[src/rtl/iob_ram_2p_fifo_ctrl_pkg.sv]
// Shared types for the iob_ram_2p FIFO controller.
package iob_ram_2p_fifo_ctrl_pkg;

  // How the occupancy counter moves on a given edge.
  typedef enum logic [1:0] {
    LVL_HOLD = 2'd0,
    LVL_INC  = 2'd1,
    LVL_DEC  = 2'd2
  } lvl_op_e;

  // A push and a pop on the same edge cancel out; the caller has already
  // suppressed both while clearing.
  function automatic lvl_op_e lvl_op(input logic push, input logic pop);
    if (push && !pop) return LVL_INC;
    else if (pop && !push) return LVL_DEC;
    else return LVL_HOLD;
  endfunction

endpackage

[src/rtl/iob_ram_2p_fifo_ctrl.sv]
// Circular-buffer FIFO controller driving an external iob_ram_2p
// (one write port, one registered read port with 1-cycle latency).
module iob_ram_2p_fifo_ctrl
  import iob_ram_2p_fifo_ctrl_pkg::*;
#(
  parameter int DATA_W = 8,
  parameter int ADDR_W = 4
) (
  input  logic              clk,
  input  logic              arst_n,
  input  logic              clr,
  input  logic              w_en,
  input  logic [DATA_W-1:0] w_data,
  output logic              w_full,
  input  logic              r_en,
  output logic [DATA_W-1:0] r_data,
  output logic              r_valid,
  output logic              r_empty,
  output logic [ADDR_W:0]   level,
  output logic              overflow,
  output logic              underflow,
  output logic              ext_mem_w_en,
  output logic [ADDR_W-1:0] ext_mem_w_addr,
  output logic [DATA_W-1:0] ext_mem_w_data,
  output logic              ext_mem_r_en,
  output logic [ADDR_W-1:0] ext_mem_r_addr,
  input  logic [DATA_W-1:0] ext_mem_r_data
);

  localparam int unsigned DEPTH = 2 ** ADDR_W;
  localparam int          LVL_W = ADDR_W + 1;
  localparam logic [LVL_W-1:0] LVL_FULL = LVL_W'(DEPTH);

  logic [ADDR_W-1:0] wptr;
  logic [ADDR_W-1:0] rptr;
  logic [LVL_W-1:0]  level_q;
  logic              r_valid_q;
  logic              overflow_q;
  logic              underflow_q;
  logic              push_ok;
  logic              pop_ok;
  lvl_op_e           op;

  assign w_full  = (level_q == LVL_FULL);
  assign r_empty = (level_q == '0);
  assign level   = level_q;

  // Accept logic: clr blocks both sides; full/empty gate each side alone,
  // so at full a pop still wins and at empty a push still wins.
  always_comb begin
    push_ok = w_en & ~w_full & ~clr;
    pop_ok  = r_en & ~r_empty & ~clr;
    op      = lvl_op(push_ok, pop_ok);
  end

  // RAM port drive: enables only for accepted requests.
  always_comb begin
    ext_mem_w_en   = push_ok;
    ext_mem_w_addr = wptr;
    ext_mem_w_data = w_data;
    ext_mem_r_en   = pop_ok;
    ext_mem_r_addr = rptr;
  end

  // The RAM holds its output register, so the popped word is a pass-through.
  assign r_data  = r_valid_q ? ext_mem_r_data : '0;
  assign r_valid = r_valid_q;

  // Read/write pointers; ADDR_W bits so they wrap naturally.
  always_ff @(posedge clk or negedge arst_n) begin
    if (!arst_n) begin
      wptr <= '0;
      rptr <= '0;
    end else if (clr) begin
      wptr <= '0;
      rptr <= '0;
    end else begin
      if (push_ok) wptr <= wptr + 1'b1;
      if (pop_ok)  rptr <= rptr + 1'b1;
    end
  end

  // Occupancy counter.
  always_ff @(posedge clk or negedge arst_n) begin
    if (!arst_n) begin
      level_q <= '0;
    end else if (clr) begin
      level_q <= '0;
    end else begin
      case (op)
        LVL_INC: level_q <= level_q + 1'b1;
        LVL_DEC: level_q <= level_q - 1'b1;
        default: level_q <= level_q;
      endcase
    end
  end

  // Read-valid strobe and registered error pulses.
  always_ff @(posedge clk or negedge arst_n) begin
    if (!arst_n) begin
      r_valid_q   <= 1'b0;
      overflow_q  <= 1'b0;
      underflow_q <= 1'b0;
    end else begin
      r_valid_q   <= pop_ok;
      overflow_q  <= w_en & w_full & ~clr;
      underflow_q <= r_en & r_empty & ~clr;
    end
  end

  assign overflow  = overflow_q;
  assign underflow = underflow_q;

endmodule

[config.mk]
export PLATFORM = sky130hd
export DESIGN_NAME = iob_ram_2p_fifo_ctrl
export DESIGN_NICKNAME = d
export VERILOG_FILES = /design/src/rtl/iob_ram_2p_fifo_ctrl_pkg.sv /design/src/rtl/iob_ram_2p_fifo_ctrl.sv
export SDC_FILE = /design/constraint.sdc
export NUM_CORES = 1
export LEC_CHECK = 0
export CAP_MARGIN = 0
export CORE_MARGIN = 2
export CORE_UTILIZATION = 35
export DETAILED_ROUTE_END_ITERATION = 8
export PLACE_DENSITY_LB_ADDON = 0.25
export SLEW_MARGIN = 40
export SYNTH_ARGS = -nofsm -noshare
export SYNTH_HDL_FRONTEND = slang
export SYNTH_SLANG_ARGS = --single-unit
[constraint.sdc]
create_clock -name clk -period 2.8 [get_ports clk]
set_input_delay 0.7 -clock clk [delete_from_list [all_inputs] [get_ports clk]]
set_output_delay 0.7 -clock clk [all_outputs]
set_load 0.1 [all_outputs]
==> Word-level counts from Yosys, hierarchy flattened <==
Cells that the tools add are included.
{ "totals": {"reg_bits": 16, "inputBits": 21, "word_cells": 41} }
{ "classes": {"addsub": 4, "eq_ne": 3, "n_mux": 9, "n_bitwise": 11, "n_reduce_logical": 8} }
{ "ops": {"columns": ["cell", "n"], "rows": [
  ["2-to-1 mux 4 bit", 4],
  ["one-hot mux 5 bit (2 select lines)", 1],
  ["adder 4 x 1 -> 4 bit (second input constant)", 2],
  ["AND 1 bit", 8],
  ["2-to-1 mux 8 bit", 1],
  ["adder 5 x 1 -> 5 bit (second input constant)", 1],
  ["== test 5 bit (second input constant)", 1],
  ["zero test 5 bit", 1],
  ["2-to-1 mux 5 bit", 1],
  ["subtractor 5 x 1 -> 5 bit (second input constant)", 1],
  ["2-to-1 mux 2 bit", 2],
  ["nonzero test 2 bit", 2],
  ["NOT 1 bit", 3],
  ["nonzero test 3 bit", 1],
  ["== test 2 x 1 -> 1 bit (second input constant)", 1],
  ["== test 2 bit (second input constant)", 1],
  ["logical AND 1 bit", 2],
  ["zero test 1 bit", 2]
]} }

==> Logic depth before layout (Yosys ltp) <==
Gate-level depths: netlist of the first run.
{ "logic_depth": {"word_depth": 11, "ltp_mapped": 11, "mapped_depth_nobuf": 10} }

==> Worst setup path after synthesis of the first run <==
Ideal clock, no wire load.
{ "synth_path": {"path_type": "register -> output", "start": "register level_q[1] (netlist: level[1])", "end": "output port ext_mem_w_en", "arrival_ps": 3130, "t_required_ps": 2100, "setup_slack_ps": -1030, "stages_incl_launch_ff": 5, "cell_sequence": "dfrtp_1 > nor4_1 > nand2_1 > inv_1 > nor2_1"} }
{ "synth_via": {"elab_chain_len": 4} }
{ "synth_rtl": {"columns": ["item", "line", "rtl"], "rows": [
  ["start, declared", "iob_ram_2p_fifo_ctrl.sv:36", "logic [LVL_W-1:0] level_q;"],
  ["start signal, assigned", "iob_ram_2p_fifo_ctrl.sv:91", "LVL_INC: level_q <= level_q + 1'b1;"],
  ["start signal, assigned", "iob_ram_2p_fifo_ctrl.sv:92", "LVL_DEC: level_q <= level_q - 1'b1;"],
  ["start signal, assigned", "iob_ram_2p_fifo_ctrl.sv:93", "default: level_q <= level_q;"],
  ["== test 5 bit", "iob_ram_2p_fifo_ctrl.sv:44", "assign w_full = (level_q == LVL_FULL);"],
  ["named net w_full", "iob_ram_2p_fifo_ctrl.sv:14", "output logic w_full,"],
  ["NOT 1 bit", "iob_ram_2p_fifo_ctrl.sv:51", "push_ok = w_en & ~w_full & ~clr;"],
  ["AND 1 bit (2 in series)", "iob_ram_2p_fifo_ctrl.sv:51", null],
  ["end, declared", "iob_ram_2p_fifo_ctrl.sv:22", "output logic ext_mem_w_en,"]
]} }
The timed path passes the listed nets, and every way through them passes these cells.

==> Worst setup path after layout of the first run <==
{ "layout_path": {"start": "input port w_en", "end": "register level_q[4] (netlist: level[4])"} }
{ "layout_via": {"elab_chain_len": 9, "word_cells_on_any_way": 12, "classes_between": "eq/ne (2); mux (4); bitwise (2); reduce/logical (4)"} }
{ "layout_rtl": {"columns": ["item", "line", "rtl"], "rows": [
  ["start, declared", "iob_ram_2p_fifo_ctrl.sv:12", "input logic w_en,"],
  ["AND 1 bit (*) (2 in series)", "iob_ram_2p_fifo_ctrl.sv:51", null],
  ["zero test 1 bit", "iob_ram_2p_fifo_ctrl_pkg.sv:15", "else if (pop && !push) return LVL_DEC;"],
  ["logical AND 1 bit", "iob_ram_2p_fifo_ctrl_pkg.sv:15", null],
  ["2-to-1 mux 2 bit", "iob_ram_2p_fifo_ctrl_pkg.sv:15", null],
  ["2-to-1 mux 2 bit (*)", "iob_ram_2p_fifo_ctrl_pkg.sv:14", "if (push && !pop) return LVL_INC;"],
  ["== test 2 bit or == test 2 x 1 -> 1 bit (tied branches)", "iob_ram_2p_fifo_ctrl.sv:90", "case (op)"],
  ["one-hot mux 5 bit (2 select lines)", "iob_ram_2p_fifo_ctrl.sv:90", null],
  ["2-to-1 mux 5 bit", "iob_ram_2p_fifo_ctrl.sv:87", "end else if (clr) begin"]
]} }
Mark *: on every way between the ends. The rest lies on a longest branch, timed or not.
A chain may end at the register's enable or synchronous reset.

==> results of run 1 <==
[cells in the final DEF (no fill, tap or decap), types with 2 or more instances in the layout]
master | synthesis | layout
dfrtp_4 | 0 | 3
dfrtp_2 | 0 | 2
xnor2_1 | 5 | 5
nor2_4 | 0 | 2
a21o_1 | 2 | 2
mux2i_1 | 4 | 4
a21oi_1 | 5 | 4
dfrtp_1 | 16 | 11
nand2b_1 | 2 | 2
nand2_1 | 8 | 8
and2_1 | 8 | 8
clkdlybuf4s50_1 | 0 | 11
ha_4 | 0 | 2
xor2_1 | 4 | 4
ha_1 | 5 | 3
inv_1 | 4 | 3
clkbuf_4 | 0 | 3
nor2_1 | 16 | 13
buf_4 | 8 | 26
buf_12 | 0 | 12
nand4_1 | 2 | 2
[metal layers]
layer  track usage  vias to the layer above  wire length, microns
met2         0.262                       43                  1200
met3        0.0615                        2                   260
li1              -                      437                     -
met5             0                        -                     0
met4        0.0195                        0                    11
met1         0.186                      416                  1070
[worst max-delay path: stages]
cell	delay (ns)
clkdlybuf4s50_1	0.42
a21boi_2	0.18
or3_4	0.39
inv_2	0.12
ha_4	0.22
nor2_1	0.12
a21oi_2	0.07
or3_1	0.31
a21o_1	0.20
a21oi_1	0.15
[report_power, final]
part | leakage (nW) | internal [W] | switching (W) | total, W
registers | 0.210 | 0.000293 | 0.0000864 | 0.000379
clock network | 0.0210 | 0.0000791 | 0.0000740 | 0.000153
logic | 0.529 | 0.000522 | 0.000994 | 0.00152
total | 0.760 | 0.000894 | 0.00115 | 0.00205
[metrics by stage]
step | cell area [sq um] | setup TNS (ns) | total power [W] | hold slack (ns)
after global placement | 1630 | -0.115 | 0.00187 | 0.522
after floorplan | 1150 | 0 | 0.00151 | 0.404
final | 1680 | 0 | 0.00205 | 0.549
after global routing | 1680 | 0 | 0.00214 | 0.602
after detailed placement | 1630 | -0.212 | 0.00188 | 0.536
after CTS | 1670 | 0 | 0.00204 | 0.557
[registers in the layout (all words and copies together), names as in the netlist]
signal and cells:
level 5, ext_mem_r_addr 4, ext_mem_w_addr 4, overflow 1
r_valid 1, underflow 1
[worst min-delay path by stage]
stage	startpoint	end	slack [ns]	cells after the start
after CTS	ext_mem_r_addr[3]	ext_mem_r_addr[3]	0.56	2
after detailed placement	ext_mem_r_addr[3]	ext_mem_r_addr[3]	0.54	2
after global routing	ext_mem_w_addr[3]	ext_mem_w_addr[3]	0.60	2
final	ext_mem_r_addr[3]	ext_mem_r_addr[3]	0.55	2
after floorplan	arst_n	ext_mem_r_addr[0]	0.40	0
after global placement	ext_mem_r_addr[3]	ext_mem_r_addr[3]	0.52	2
[what timing repair did]
action	CTS	global route
hold buffers	0	0
endpoints found under the setup margin	0	1
resized for setup	0	4
[area by class of cell]
| type | count | share of cell area |
|---|---|---|
| Inverter | 4 | 0.00893 |
| Clock buffer | 4 | 0.0216 |
| Tap cell | 31 | 0.0231 |
| Multi-Input combinational cell | 77 | 0.368 |
| Timing Repair Buffer | 50 | 0.332 |
| Sequential cell | 16 | 0.246 |
[kinds of logic (layout without fill, tap and decap cells)]
group,count (synthesis),count (layout),share of synthesized area
buf+inv,16,58,0.110
fa+ha+maj,6,6,0.0789
mux,4,4,0.0382
xor+xnor,9,9,0.0753
compound gates,13,13,0.100
flops,16,16,0.382
simple gates,45,45,0.215
==> results by group, run 1 <==
Timing
  • Unrepaired setup endpoints after global routing: false
  • Peak Freq: 0.374 GHz
  • Worst Clk Skew: 0.000760 ns
  • Final setup violation count: 0
  • Worst Max-Slew Pin Slew: 0.710 ns
  • Fin crit period: 2.67 ns
  • Final setup margin: 0.128 ns
  • Slew Viols, Final: 0
  • Relative slew slack: 0.525
  • Final hold violations: 0
  • Fin crit share: 0.954

Clock tree
  • Htree depth: 1
  • Num Clock Sinks: 16
  • Post-CTS Setup Inserts: 0
  • Clock latency on the worst-skew pair: 0.28 ns
  • CTS root buf: clkbuf_4
  • CTS tree: yes
  • CTS Buf Count: 3
  • Clock tree buffer depth: 2
  • Clk pin slew, worst setup/hold paths: 0.09 ns

Floorplan
  • DIE AREA: 0.00345 sq mm
  • Initial Util: 0.373
  • Die width: 58.7 microns
  • Rows: 19
  • Core Region: 0.00281 sq mm
  • DIE HEIGHT: 58.7 microns
  • # IOs: 57

Route
  • Antenna-violating nets left: 0
  • Drt total wl: 2550 microns
  • Initial drt markers: 26
  • Vias per Instance: 4.93
  • DRC errors left: 8
  • TritonRoute pass-1 iters: 6
  • Vias: 898
  • WL/cell: 14.0 microns

Placement
  • IO buf count: 40
  • GPL Wtd Cong: 0.796
  • Pre-CTS WS: -0.212 ns
  • Hpwl dp: 2030 microns
  • Placed insts: 178

Setup path
  • CP Launch Type: input pin
  • Crit-path max FO: 4
  • Arr. time, crit path: 2.88 ns
  • Critical Path RT: 3.01 ns
  • Reg2reg path depth: 10
  • Crit path kind: in2reg
  • R2r setup slk: 0.18 ns
  • CP Launch Point: w_en
  • R2R Path End: level[4]
  • Crit Reg-Reg Startpoint: level[1]
  • CP endpoint kind: flop
  • Critical path destination: level[4]

Cells and area
  • Layout Nets: 179
  • Layout cell share with drive strength beyond 1: 0.417
  • Area of the multi-input gates: 619 sq um
  • Non-filler instance count after layout: 182
  • FF/Latch Area: 414 sq um
  • Area growth syn-to-layout: 60.6%
  • Diodes inserted: 0
  • Final Util: 0.599
  • Fill count: 246

Yosys
  • Cell variety after synth: 33
  • Register area share after synthesis: 0.382
  • Syn Area/Cell: 9.61 sq um
  • Top cells by area, synth: dfrtp_1 38%, ha_1 6.0%, buf_4 5.7%
  • Yosys reg bits: 16
  • Async set or reset register ratio after synthesis: 1.00
  • Mapped Nets: 136
  • Syn Inst Count: 109
  • Synth cell count leaders: 16 x dfrtp_1, 16 x nor2_1, 8 x and2_1, 8 x buf_4, 8 x nand2_1
  • Post-synth top area cell: dfrtp_1
  • Top_reg_cell synth: dfrtp_1
  • Cell Area, Synth: 0.00105 sq mm
  • Post-synth EDFFs: 0
  • Area share of the largest cell type after synthesis: 0.382
  • Ys Warns: 0

GRT
  • Initial antenna violation count: 0
  • Number of global-route vias before repair: 899
  • Total GRT Usage: 0.153
  • First-pass GRT wire length: 4060 microns
  • Grt total ovfl: 0
  • Largest net degree at the start of global routing: 17

Run
  • Maxcap violations: 0

Pwr
  • Leakage power: 0.760 nW
  • PD cells: 1220 mW/mm^2
  • VDD IR-drop max: 657 uV

Run status
  • Outcome: complete, but fails checks
  • Failing checks: DRC

Hold path
  • Hold WC Path Type: reg2reg
Note: power is estimated with default switching activity, not from simulation.
==> run 2: changes to the inputs <==
--- a/config.mk
+++ b/config.mk
@@ -6,9 +6,11 @@
 export NUM_CORES = 1
 export LEC_CHECK = 0
 export CAP_MARGIN = 0
+export CORE_ASPECT_RATIO = 1.2
 export CORE_MARGIN = 2
 export CORE_UTILIZATION = 35
 export DETAILED_ROUTE_END_ITERATION = 8
+export GPL_TIMING_DRIVEN = 1
 export PLACE_DENSITY_LB_ADDON = 0.25
 export SLEW_MARGIN = 40
 export SYNTH_ARGS = -nofsm -noshare
==> constraint.sdc (replaced) <==
create_clock -name clk -period 2.8 [get_ports clk]
set_input_delay 0.7 -clock clk [delete_from_list [all_inputs] [get_ports clk]]
set_output_delay 0.7 -clock clk [all_outputs]
set_load 0.05 [all_outputs]
==> results by group, run 2 (same netlist as run 1, synthesis figures left out) <==
Timing
  • Fin crit share: 0.939
  • Slew Viols, Final: 0
  • Worst Max-Slew Pin Slew: 0.707 ns
  • Final setup violation count: 0
  • Final setup margin: 0.170 ns
  • Hold_ws: 0.555 ns
  • Peak Freq: 0.380 GHz
  • Fin crit period: 2.63 ns
  • Final hold violations: 0
  • Worst Clk Skew: 0.00102 ns
  • Relative slew slack: 0.527
  • Unrepaired setup endpoints after global routing: false

Cells and area
  • Max FFs per register: 5
  • Layout cell share with drive strength beyond 1: 0.240
  • Most frequent cells in the layout: 28 x clkdlybuf4s50_1, 16 x nor2_1, 14 x buf_4, 13 x dfrtp_1, 11 x buf_12
  • Area growth syn-to-layout: 57.9%
  • Fill count: 228
  • Most common cell after layout, fill and taps aside: clkdlybuf4s50_1
  • Diodes inserted: 0
  • Layout Nets: 182
  • Final Cell Area: 0.00165 sq mm
  • Final Util: 0.588

Clock tree
  • Clk pin slew, worst setup/hold paths: 0.10 ns
  • CTS Buf Count: 3
  • Post-CTS Setup Inserts: 0
  • CTS root buf: clkbuf_4
  • Num Clock Sinks: 16
  • Clock tree buffer depth: 2
  • Clock latency on the worst-skew pair: 0.28 ns
  • CTS tree: yes
  • Htree depth: 1

Run
  • Maxcap violations: 0

Route
  • WL/cell: 13.2 microns
  • Vias per Instance: 4.78
  • DRC errors left: 0
  • TritonRoute pass-1 iters: 4
  • Initial drt markers: 13
  • Antenna-violating nets left: 0
  • Vias: 899
  • Drt total wl: 2480 microns

Placement
  • Placed Area: 0.00161 sq mm
  • Pre-CTS WS: -0.202 ns
  • IO buf count: 40
  • GPL Wtd Cong: 0.899
  • Hpwl dp: 1990 microns

Run status
  • Outcome: completed

Floorplan
  • DIE HEIGHT: 63.9 microns
  • Rows: 21
  • Die width: 53.9 microns
  • # IOs: 57
  • DIE AREA: 0.00345 sq mm
  • Initial Util: 0.372
  • Core Region: 0.00281 sq mm

Pwr
  • VDD IR-drop max: 702 uV
  • Leakage power: 0.739 nW
  • Total power draw: 0.00161 W
  • PD cells: 974 mW/mm^2

GRT
  • First-pass GRT wire length: 4050 microns
  • Number of global-route vias before repair: 923
  • Grt total ovfl: 0
  • Total GRT Usage: 0.160
  • Initial antenna violation count: 0
  • Largest net degree at the start of global routing: 17

Hold path
  • Hold WC Path Type: reg2reg

Setup path
  • CP endpoint kind: flop
  • CP Launch Type: input pin
  • Crit path kind: in2reg
  • Critical Path RT: 3.02 ns
  • Crit-path max FO: 4
  • Arr. time, crit path: 2.84 ns
run 2: final timing paths:
| check | start | to | slack (ns) | cells past startpoint |
|---|---|---|---|---|
| max | w_en | level[4] | 0.17 | 9 |
| min | ext_mem_w_addr[3] | ext_mem_w_addr[3] | 0.55 | 2 |
| max reg2reg | level[1] | level[4] | 0.18 | 10 |
| min reg2reg | ext_mem_w_addr[3] | ext_mem_w_addr[3] | 0.55 | 2 |
| max in group asynchronous | arst_n | level[3] | 1.48 | 1 |
| min in group asynchronous | arst_n | ext_mem_w_addr[3] | 0.83 | 1 |
run 2: worst max-delay path: stages:
cell and delay, ns:
clkdlybuf4s50_1 0.42, a21boi_1 0.15, or3_1 0.40, fa_1 0.39, nand2b_1 0.16, a21oi_2 0.20, mux2i_1 0.21, a32oi_1 0.07
a21oi_1 0.15
run 2: layout make-up:
class / instances / area, sq um / share of cell area
clock buffers: 4 / 36.3 / 0.0219
inverters: 4 / 15.0 / 0.00908
multi-input cells: 77 / 551 / 0.333
flip-flops and latches: 16 / 404 / 0.244
well taps: 34 / 42.5 / 0.0257
repair buffers: 53 / 606 / 0.366
run 2: through the flow:
stage | cells | TNS [ns]
after floorplan | 109 | 0
after global placement | 184 | -0.141
after detailed placement | 184 | -0.298
after CTS | 188 | 0
after global routing | 188 | 0
final | 188 | 0
run 2: report_power, final:
part	switching (W)	internal (W)
logic	0.000610	0.000494
registers	0.0000696	0.000283
clock network	0.0000755	0.0000791
total	0.000755	0.000856
run 2: metal layers:
metal,global-route usage,routed length [microns],vias up,part of all wire
met5,0,0,-,0
met4,0.0897,67,0,0.027
met3,0.0421,227,10,0.091
met2,0.277,1280,40,0.51
met1,0.165,909,408,0.37
li1,-,-,441,-
run 2: repair_timing:
item,4_1_cts,5_1_grt
gates resized for setup,0,2
hold endpoints to repair,0,0
hold buffers,0,0
endpoints found under the setup margin,0,1
==> run 3: changes to the inputs <==
--- a/config.mk
+++ b/config.mk
@@ -7,12 +7,12 @@
 export LEC_CHECK = 0
 export CAP_MARGIN = 0
 export CORE_ASPECT_RATIO = 1.2
-export CORE_MARGIN = 2
+export CORE_MARGIN = 3
 export CORE_UTILIZATION = 35
 export DETAILED_ROUTE_END_ITERATION = 8
 export GPL_TIMING_DRIVEN = 1
-export PLACE_DENSITY_LB_ADDON = 0.25
-export SLEW_MARGIN = 40
+export PLACE_DENSITY = 0.79
+export SLEW_MARGIN = 15
 export SYNTH_ARGS = -nofsm -noshare
 export SYNTH_HDL_FRONTEND = slang
 export SYNTH_SLANG_ARGS = --single-unit
==> results by group, run 3 (same netlist as run 1, synthesis figures left out) <==
Run status
  • Outcome: completed

Setup path
  • Crit-path max FO: 4
  • CP peak stage delay: 0.44 ns
  • Critical path, cell by cell: clkdlybuf4s50_1 > a21boi_1 > or3_1 > fa_1 > nand2b_1 > a21oi_2 > mux2i_1 > a32oi_1 > a21oi_1
  • CP Launch Type: input pin
  • CP endpoint kind: flop
  • Critical Path RT: 3.03 ns
  • Crit path kind: in2reg
  • CP max stage cell: clkdlybuf4s50_1
  • Arr. time, crit path: 2.91 ns

Floorplan
  • DIE HEIGHT: 65.9 microns
  • Die width: 55.9 microns
  • DIE AREA: 0.00369 sq mm
  • Core Region: 0.00284 sq mm
  • # IOs: 57
  • Rows: 21
  • Initial Util: 0.369

Placement
  • GPL Wtd Cong: 0.836
  • IO buf count: 40
  • Placed Area: 0.00159 sq mm
  • Hpwl dp: 1990 microns

Cells and area
  • Layout Nets: 180
  • Area growth syn-to-layout: 55.4%
  • Max FFs per register: 5
  • Diodes inserted: 0
  • Layout cell share with drive strength beyond 1: 0.237
  • Most common cell after layout, fill and taps aside: clkdlybuf4s50_1
  • Most frequent cells in the layout: 28 x clkdlybuf4s50_1, 16 x nor2_1, 13 x dfrtp_1, 12 x buf_4, 11 x buf_12
  • Final Cell Area: 0.00163 sq mm

Route
  • Vias: 935
  • DRC errors left: 0
  • TritonRoute pass-1 iters: 4
  • Drt total wl: 2660 microns
  • Initial drt markers: 27
  • Antenna-violating nets left: 0
  • WL/cell: 14.3 microns
  • Vias per Instance: 5.03

Timing
  • Peak Freq: 0.372 GHz
  • Final hold violations: 0
  • Worst Max-Slew Pin Slew: 0.730 ns
  • Final setup violation count: 0
  • Relative slew slack: 0.512
  • Worst Clk Skew: 0.00437 ns
  • Total Negative Setup Slacks: 0 ns
  • Slew Viols, Final: 0
  • Fin crit period: 2.69 ns
  • Fin crit share: 0.959

Clock tree
  • Htree depth: 1
  • Clock latency on the worst-skew pair: 0.29 ns
  • CTS Buf Count: 3
  • Num Clock Sinks: 16
  • CTS root buf: clkbuf_4
  • Clock tree buffer depth: 2
  • CTS tree: yes
  • Clk pin slew, worst setup/hold paths: 0.10 ns

Pwr
  • Leakage power: 0.720 nW
  • Total power draw: 0.00158 W
  • VDD IR-drop max: 510 uV
  • PD cells: 970 mW/mm^2

GRT
  • Grt total ovfl: 0
  • Total GRT Usage: 0.146
  • First-pass GRT wire length: 4220 microns
  • Initial antenna violation count: 0
  • Largest net degree at the start of global routing: 17
  • Number of global-route vias before repair: 934

Hold path
  • Hold WC Path Type: reg2reg

Run
  • Maxcap violations: 0
==> run 3: cell count changes in the layout (fill, tap and decap cells not counted), sizes merged <==
cell / change
buf: -2
==> run 3: layer usage <==
| layer | GRT usage | share of wire |
|---|---|---|
| met5 | 0 | 0 |
| met4 | 0.0712 | 0.023 |
| met3 | 0.0293 | 0.059 |
| met2 | 0.269 | 0.54 |
| met1 | 0.158 | 0.38 |
==> run 3: power by group <==
part	internal, W	switching (W)
Sequential	0.000283	0.0000715
Combinational	0.000478	0.000615
Clock	0.0000555	0.0000761
==> run 3: worst paths after layout <==
check | endpoint | slack (ns) | depth (start not counted) | startpoint
setup / recovery | level[4] | 0.11 | 9 | w_en
hold / removal | ext_mem_r_addr[3] | 0.56 | 2 | ext_mem_r_addr[3]
setup reg to reg | level[4] | 0.13 | 10 | level[1]
hold reg to reg | ext_mem_r_addr[3] | 0.56 | 2 | ext_mem_r_addr[3]
max in group asynchronous | level[1] | 1.46 | 1 | arst_n
min in group asynchronous | level[2] | 0.83 | 1 | arst_n
==> run 3: final cells by class <==
| cell class | instances | area [sq um] |
|---|---|---|
| tap | 34 | 42.5 |
| sequential | 16 | 404 |
| timing repair buffer | 51 | 591 |
| multi-input combinational | 77 | 549 |
| clock buffer | 4 | 26.3 |
| fill | 241 | 1210 |
| inverter | 4 | 15.0 |
==> run 3: repair_timing <==
action | CTS | global route
gates resized for setup | 0 | 3
endpoints found under the setup margin | 0 | 2
hold buffers | 0 | 0
buffers inserted | 0 | 0
==> run 3: through the flow <==
step                cells   util  setup slack [ns]  hold slack, ns
floorplan             109      -            0.0231           0.404
global placement      182  0.560            -0.121           0.524
detailed placement    182  0.560            -0.217           0.542
CTS                   186  0.570            0.0769           0.567
global route          186  0.574           -0.0117           0.607
finish                186  0.574             0.113           0.556
==> run 3: critical path: cells and delay by family <==
family	cells	cell delay (ns)
AO/OA/AOI/OAI	4	0.60
multiplexers	1	0.21
adder cells (fa/ha/maj)	1	0.39
AND/OR/NAND/NOR	2	0.56
buffers and inverters	1	0.44
